--- config.mk ---
export PLATFORM = sky130hd
export DESIGN_NAME = rv32i_single_cycle_core
export DESIGN_NICKNAME = d
export VERILOG_FILES = /design/src/rtl/rv32i_single_cycle_core.sv
export SDC_FILE = /design/constraint.sdc
export NUM_CORES = 2
export LEC_CHECK = 0
export ABC_AREA = 0
export BUFFER_PORTS_ARGS = -buffer_cell sky130_fd_sc_hd__buf_2
export CAP_MARGIN = 30
export CORE_MARGIN = 1.5
export CORE_UTILIZATION = 69
export CTS_CLUSTER_SIZE = 24
export DETAILED_ROUTE_END_ITERATION = 8
export PLACE_DENSITY = 0.87
export REMOVE_ABC_BUFFERS = 1
export SYNTH_ARGS = -nofsm -noshare
export SYNTH_HDL_FRONTEND = slang
export SYNTH_SLANG_ARGS = --single-unit
--- constraint.sdc ---
create_clock -name clk -period 57.2 [get_ports clk]
set_input_delay 8.58 -clock clk [delete_from_list [all_inputs] [get_ports clk]]
set_output_delay 8.58 -clock clk [all_outputs]
set_load 0.005 [all_outputs]
--- src/rtl/rv32i_single_cycle_core.sv ---
// Single-cycle RV32I core: fetch, decode, execute, memory and writeback
// all complete within one clk against a combinational ROM and data RAM.
module rv32i_single_cycle_core #(
  parameter logic [31:0] RESET_PC = 32'h0000_0000
) (
  input  logic        clk,
  input  logic        reset,
  input  logic [31:0] instr,
  input  logic [31:0] read_data,
  output logic        mem_write,
  output logic [31:0] pc,
  output logic [31:0] alu_result,
  output logic [31:0] write_data
);

  typedef enum logic [3:0] {
    ALU_ADD, ALU_SUB, ALU_SLL, ALU_SLT, ALU_SLTU,
    ALU_XOR, ALU_SRL, ALU_SRA, ALU_OR,  ALU_AND
  } alu_op_e;

  logic [31:0] r_pc;
  logic [31:0] r_rf [32];

  logic [6:0]  w_op;
  logic [2:0]  w_f3;
  logic [6:0]  w_f7;
  logic [4:0]  w_rd;
  logic [4:0]  w_rs1;
  logic [4:0]  w_rs2;
  logic [31:0] w_imm_i;
  logic [31:0] w_imm_s;
  logic [31:0] w_imm_b;
  logic [31:0] w_imm_j;
  logic [31:0] w_imm_u;
  logic [31:0] w_rs1_v;
  logic [31:0] w_rs2_v;

  assign w_op  = instr[6:0];
  assign w_f3  = instr[14:12];
  assign w_f7  = instr[31:25];
  assign w_rd  = instr[11:7];
  assign w_rs1 = instr[19:15];
  assign w_rs2 = instr[24:20];

  assign w_imm_i = {{20{instr[31]}}, instr[31:20]};
  assign w_imm_s = {{20{instr[31]}}, instr[31:25], instr[11:7]};
  assign w_imm_b = {{19{instr[31]}}, instr[31], instr[7],
                    instr[30:25], instr[11:8], 1'b0};
  assign w_imm_j = {{11{instr[31]}}, instr[31], instr[19:12],
                    instr[20], instr[30:21], 1'b0};
  assign w_imm_u = {instr[31:12], 12'b0};

  assign w_rs1_v = (w_rs1 == 5'd0) ? 32'd0 : r_rf[w_rs1];
  assign w_rs2_v = (w_rs2 == 5'd0) ? 32'd0 : r_rf[w_rs2];

  // Alternate funct7 (bit 30 set) is legal only for sub/sra/srai
  logic w_f7_zero;
  logic w_f7_alt;
  logic w_is_r;
  logic w_is_i;
  logic w_is_lw;
  logic w_is_sw;
  logic w_is_br;
  logic w_is_jal;
  logic w_is_jalr;
  logic w_is_lui;
  logic w_is_auipc;

  assign w_f7_zero = (w_f7 == 7'b0000000);
  assign w_f7_alt  = (w_f7 == 7'b0100000);

  assign w_is_r = (w_op == 7'b0110011) &&
                  (w_f7_zero || (w_f7_alt &&
                  (w_f3 == 3'b000 || w_f3 == 3'b101)));
  assign w_is_i = (w_op == 7'b0010011) &&
                  ((w_f3 == 3'b001) ? w_f7_zero :
                   (w_f3 == 3'b101) ? (w_f7_zero || w_f7_alt) :
                   1'b1);
  assign w_is_lw    = (w_op == 7'b0000011) && (w_f3 == 3'b010);
  assign w_is_sw    = (w_op == 7'b0100011) && (w_f3 == 3'b010);
  assign w_is_br    = (w_op == 7'b1100011);
  assign w_is_jal   = (w_op == 7'b1101111);
  assign w_is_jalr  = (w_op == 7'b1100111);
  assign w_is_lui   = (w_op == 7'b0110111);
  assign w_is_auipc = (w_op == 7'b0010111);

  alu_op_e     w_alu_op;
  logic [31:0] w_a;
  logic [31:0] w_b;
  logic [31:0] w_alu;

  always_comb begin
    w_alu_op = ALU_ADD;
    if (w_is_r || w_is_i) begin
      unique case (w_f3)
        3'b000: w_alu_op = (w_is_r && instr[30]) ? ALU_SUB : ALU_ADD;
        3'b001: w_alu_op = ALU_SLL;
        3'b010: w_alu_op = ALU_SLT;
        3'b011: w_alu_op = ALU_SLTU;
        3'b100: w_alu_op = ALU_XOR;
        3'b101: w_alu_op = instr[30] ? ALU_SRA : ALU_SRL;
        3'b110: w_alu_op = ALU_OR;
        3'b111: w_alu_op = ALU_AND;
        default: w_alu_op = ALU_ADD;
      endcase
    end
  end

  assign w_a = w_is_auipc ? r_pc : w_rs1_v;
  assign w_b = w_is_r     ? w_rs2_v :
               w_is_sw    ? w_imm_s :
               w_is_auipc ? w_imm_u : w_imm_i;

  always_comb begin
    w_alu = w_a + w_b;
    unique case (w_alu_op)
      ALU_ADD:  w_alu = w_a + w_b;
      ALU_SUB:  w_alu = w_a - w_b;
      ALU_SLL:  w_alu = w_a << w_b[4:0];
      ALU_SLT:  w_alu = {31'd0, $signed(w_a) < $signed(w_b)};
      ALU_SLTU: w_alu = {31'd0, w_a < w_b};
      ALU_XOR:  w_alu = w_a ^ w_b;
      ALU_SRL:  w_alu = w_a >> w_b[4:0];
      ALU_SRA:  w_alu = $signed(w_a) >>> w_b[4:0];
      ALU_OR:   w_alu = w_a | w_b;
      ALU_AND:  w_alu = w_a & w_b;
      default:  w_alu = w_a + w_b;
    endcase
  end

  logic w_eq;
  logic w_lt;
  logic w_ltu;
  logic w_taken;

  assign w_eq  = (w_rs1_v == w_rs2_v);
  assign w_lt  = ($signed(w_rs1_v) < $signed(w_rs2_v));
  assign w_ltu = (w_rs1_v < w_rs2_v);

  always_comb begin
    w_taken = 1'b0;
    if (w_is_br) begin
      unique case (w_f3)
        3'b000:  w_taken = w_eq;
        3'b001:  w_taken = !w_eq;
        3'b100:  w_taken = w_lt;
        3'b101:  w_taken = !w_lt;
        3'b110:  w_taken = w_ltu;
        3'b111:  w_taken = !w_ltu;
        default: w_taken = 1'b0;
      endcase
    end
  end

  logic [31:0] w_pc4;
  logic [31:0] w_tgt;
  logic [31:0] w_next_pc;
  logic [31:0] w_result;
  logic        w_reg_write;

  assign w_pc4 = r_pc + 32'd4;

  always_comb begin
    w_tgt = w_pc4;
    unique case (1'b1)
      w_is_jal:  w_tgt = r_pc + w_imm_j;
      w_is_jalr: w_tgt = w_alu & ~32'd1;
      w_taken:   w_tgt = r_pc + w_imm_b;
      default:   w_tgt = w_pc4;
    endcase
  end

  // Targets are never trapped; the low bits are simply dropped
  assign w_next_pc = {w_tgt[31:2], 2'b00};

  always_comb begin
    w_result = w_alu;
    unique case (1'b1)
      w_is_lw:                w_result = read_data;
      w_is_jal || w_is_jalr:  w_result = w_pc4;
      w_is_lui:               w_result = w_imm_u;
      default:                w_result = w_alu;
    endcase
  end

  assign w_reg_write = w_is_r | w_is_i | w_is_lw | w_is_jal |
                       w_is_jalr | w_is_lui | w_is_auipc;

  always_ff @(posedge clk or posedge reset) begin
    if (reset) begin
      r_pc <= RESET_PC;
      for (int i = 0; i < 32; i++) r_rf[i] <= 32'd0;
    end else begin
      r_pc <= w_next_pc;
      if (w_reg_write && (w_rd != 5'd0)) r_rf[w_rd] <= w_result;
    end
  end

  assign pc         = r_pc;
  assign alu_result = w_alu;
  assign write_data = w_rs2_v;
  assign mem_write  = w_is_sw & ~reset;

endmodule

==> results of run 1 <==
-- per-stage QoR --
stage | utilization [%] | hold WS, ps | setup WS (ps) | instances | instance area, um2
global placement | 70.4 | 363 | 31670 | 8371 | 72800
detailed placement | 70.8 | 375 | 31580 | 8394 | 73300
CTS | 74.3 | 386 | 31570 | 8582 | 76900
floorplan | - | 349 | 18950 | 6611 | 68200
-- kinds of logic after synthesis --
family | share of synthesized area (%)
adders and majority gates | 2.88
and+or+nand+nor | 11.5
xor gates and xnor gates | 0.949
DFF | 36.6
AOI/OAI and AO/OA | 19.2
other | 0.00521
buffers and inverters | 6.07
muxes | 22.8
-- layer usage --
layer / global-route usage [%] / overflow
met1: 83.7 / 27
met2: 92.9 / 78
met3: 69.6 / 43
met4: 73.3 / 72
met5: 38.9 / 8
==> metrics.yaml, run 1 <==
outcome: "stopped before the end"
flow.stopped_at: "global routing"
stop_error: "[ERROR GRT-0232] Routing congestion too high. Check the congestion heatmap in the GUI."
grtUsageTotal_pct: 80.5
yosys.area.top_type_share_pct: 36.6
ys_warn_count: 0
syn_inst: 7317
clock_path_buffers: 3
cts_setup_buffers: 0
cts_num_sinks: 1054
rows: 118
seq_area_frac_synth_pct: 36.6
synthArstFlopShare_pct: 100
ys_types: 136
synth_most_common_cell: "dfrtp_1"
ios: 163
synth_top_cell_by_area: "dfrtp_1"
synth_ff_type: "dfrtp_1"
overflow: 228
netlist_top_cells_count: "dfrtp_1, nand2_1, o21ai_0"
port_buffers: 160
initial_utilization_pct: 69.5
numCtsBuffers: 106
avgSynthCellArea_um2: 9.84
cts-resized-gates: 0
gp_congestion: 1.15
die_h_um: 326
htreeDepth: 3
cts_hold_buffers: 0
syn_area_um2: 72000
synth-edff-count: 0
cts_root_buffer: "clkbuf_16"
die_w_um: 326
synth-seq-cells: 1054
synth.top_cells.by_area: "dfrtp_1, mux4_2, mux2i_1, nand2_1, o21ai_0"
grt_max_degree: 186
hpwl_um: 223000
==> run 2, diff against run 1 <==
- CORE_UTILIZATION: 69 -> 40
- CTS_CLUSTER_SIZE: 24 -> default
- PLACE_DENSITY: 0.87 -> default
- PLACE_DENSITY_LB_ADDON: default -> 0.15
==> metrics.yaml, run 2 <==
initial_utilization_pct: 40.3
numCtsBuffers: 119
post-route-cell-area_um2: 78900
drt_wl_total_um: 343000
synthArstFlopShare_pct: 100
grt_pass1_vias: 61007
final_util_pct: 44.2
tns_ps: 0
die-area_um2: 182000
ios: 163
hpwl_um: 237000
nFillCells: 17213
max_slew_margin_pct: 17.3
path_class: "primary input to output pin"
synth-edff-count: 0
syn_to_final_growth_pct: 9.57
power_density_nw_per_um2: 28.8
hold_viol: 0
synth_top_cell_by_area: "dfrtp_1"
largest-register: "r_rf"
htreeDepth: 3
die_h_um: 427
syn_inst: 7317
largest_register_ffs: 1024
gp_congestion: 1.06
power_mw: 2.27
cts_hold_buffers: 0
insertion_delay_ps: 790
synth_most_common_cell: "dfrtp_1"
crit_required_ps: 48620
clock_path_buffers: 3
core_area_um2: 179000
ys_types: 136
mostFrequentLayoutCell: "dfrtp_1"
regToRegSetupSlack_ps: 46280
ir_drop_mv: 0.0271
drive_above_1_share_pct: 20.0
seq_area_frac_synth_pct: 36.6
start_kind: "primary input"
crit_path_max_fanout: 50
min_period_ps: 26200
tightest_slew_ps: 1240
drv_cap: 0
grt_max_degree: 182
rows: 155
p_int_mw: 1.46
placed_area_um2: 74700
synth.top_cells.by_area: "dfrtp_1, mux4_2, mux2i_1, nand2_1, o21ai_0"
whs_path_depth: 0
period_share_pct: 45.8
synth_ff_type: "dfrtp_1"
synth-seq-cells: 1054
grtUsageTotal_pct: 37.0
reg2reg_depth: 30
ys_warn_count: 0
pwr-share-comb_pct: 27.0
rsz0062_at_grt: "no"
syn_area_um2: 72000
fmax_mhz: 38.2
clk_pin_slew_worst_paths_ps: 60
drtPass1Iterations: 8
drt_iter0_drc: 7752
netlist_top_cells_count: "dfrtp_1, nand2_1, o21ai_0"
seq_power_share_pct: 37.3
critPathCaptureType: "output pin"
final_cell_mix: "dfrtp_1, nand2_1, o21ai_0"
cts_setup_buffers: 0
routed_via_density: 6.57
outcome: "complete, no violations"
overflow: 0
grt_first_pass_wirelength_um: 480000
cts_tree: "yes"
die_w_um: 427
nets: 7409
antenna_found_initial: 23
fin_skew_ps: 53.9
wire_per_inst_um: 35.5
hp-class: "register to register"
via_count: 63380
slew_violations: 0
crit_arrival_ps: 17620
power.switching_mw: 0.810
avgSynthCellArea_um2: 9.84
setup_viol: 0
switching_share_pct: 35.7
ant_nets: 0
p_leak_nw: 35.6
port_buffers: 160
cts_num_sinks: 1054
remaining_drc_errors: 0
cts-resized-gates: 0
clock_power_share_pct: 35.6
yosys.area.top_type_share_pct: 36.6
cts_root_buffer: "clkbuf_16"
## run 2: cell counts after synthesis
No cell type changed its count.
## run 2: through the flow
stage                     setup WS (ps)  hold WS, ps  std cells
after floorplan                   18950          349       6611
after global placement            31220          363       9396
after detailed placement          31120          365       9411
after CTS                         31100          379       9632
after global routing              30590          394       9637
final                             31000          395       9641
## run 2: final timing paths
| kind | to | from |
|---|---|---|
| max | alu_result[28] | instr[20] |
| max in group asynchronous | r_rf[103] | reset |
| min in group asynchronous | r_rf[410] | reset |
| min reg2reg | r_rf[993] | r_rf[993] |
| min | r_rf[993] | r_rf[993] |
| max reg2reg | pc[30] | r_rf[537] |
## run 2: area by class of cell
| cell class | count | area, um2 | area share (%) |
|---|---|---|---|
| clock buffer | 173 | 3500 | 4.44 |
| sequential | 1054 | 26400 | 33.4 |
| clock inverter | 48 | 581 | 0.736 |
| multi-input combinational | 5396 | 41600 | 52.8 |
| inverter | 161 | 621 | 0.787 |
| antenna | 7 | 17.5 | 0.0222 |
| tap | 2355 | 2950 | 3.74 |
| timing repair buffer | 447 | 3190 | 4.04 |
## run 2: metal layers
layer / part of all wire [%] / GRT usage [%] / wire, um
met1: 40 / 48.8 / 138000
met2: 44 / 55.3 / 149000
met3: 8.8 / 7.54 / 30100
met4: 7.5 / 23.5 / 25600
met5: 0.017 / 0 / 58
## run 2: cells by family (layout without fill, tap and decap cells)
| kind of cell | count (synthesis) | after routing | share of synthesized area [%] |
|---|---|---|---|
| compound gates | 2117 | 2117 | 19.2 |
| buf+inv | 868 | 829 | 6.07 |
| mux | 1169 | 1169 | 22.8 |
| simple gates | 1866 | 1866 | 11.5 |
| fa+ha+maj | 164 | 164 | 2.88 |
| flops | 1054 | 1054 | 36.6 |
| other cells | 1 | 9 | 0.00521 |
| xor+xnor | 78 | 78 | 0.949 |
## run 2: critical path: stages
cell and delay, ps:
buf_8 410, buf_4 710, buf_4 750, buf_4 730, mux4_2 600, mux2i_1 220
o22a_1 170, o211ai_1 220, a21oi_4 360, buf_4 430, ha_1 400, a221oi_1 460
nor2_1 120, o31ai_1 740, a211o_1 360, a41oi_1 280, o21ai_0 660, a21oi_1 140
o21ai_0 250, mux2i_1 400, nor2_1 150, buf_2 170
## run 2: power groups by stage
stage / combinational, mW / sequential, mW / clock [mW]
2_1_floorplan: 0.335 / 0.839 / 0
3_3_place_gp: 0.592 / 0.856 / 0
3_5_place_dp: 0.594 / 0.857 / 0
4_1_cts: 0.596 / 0.844 / 0.820
5_1_grt: 0.644 / 0.851 / 0.850
6_report: 0.614 / 0.847 / 0.809
(Power assumes the default switching activity.)
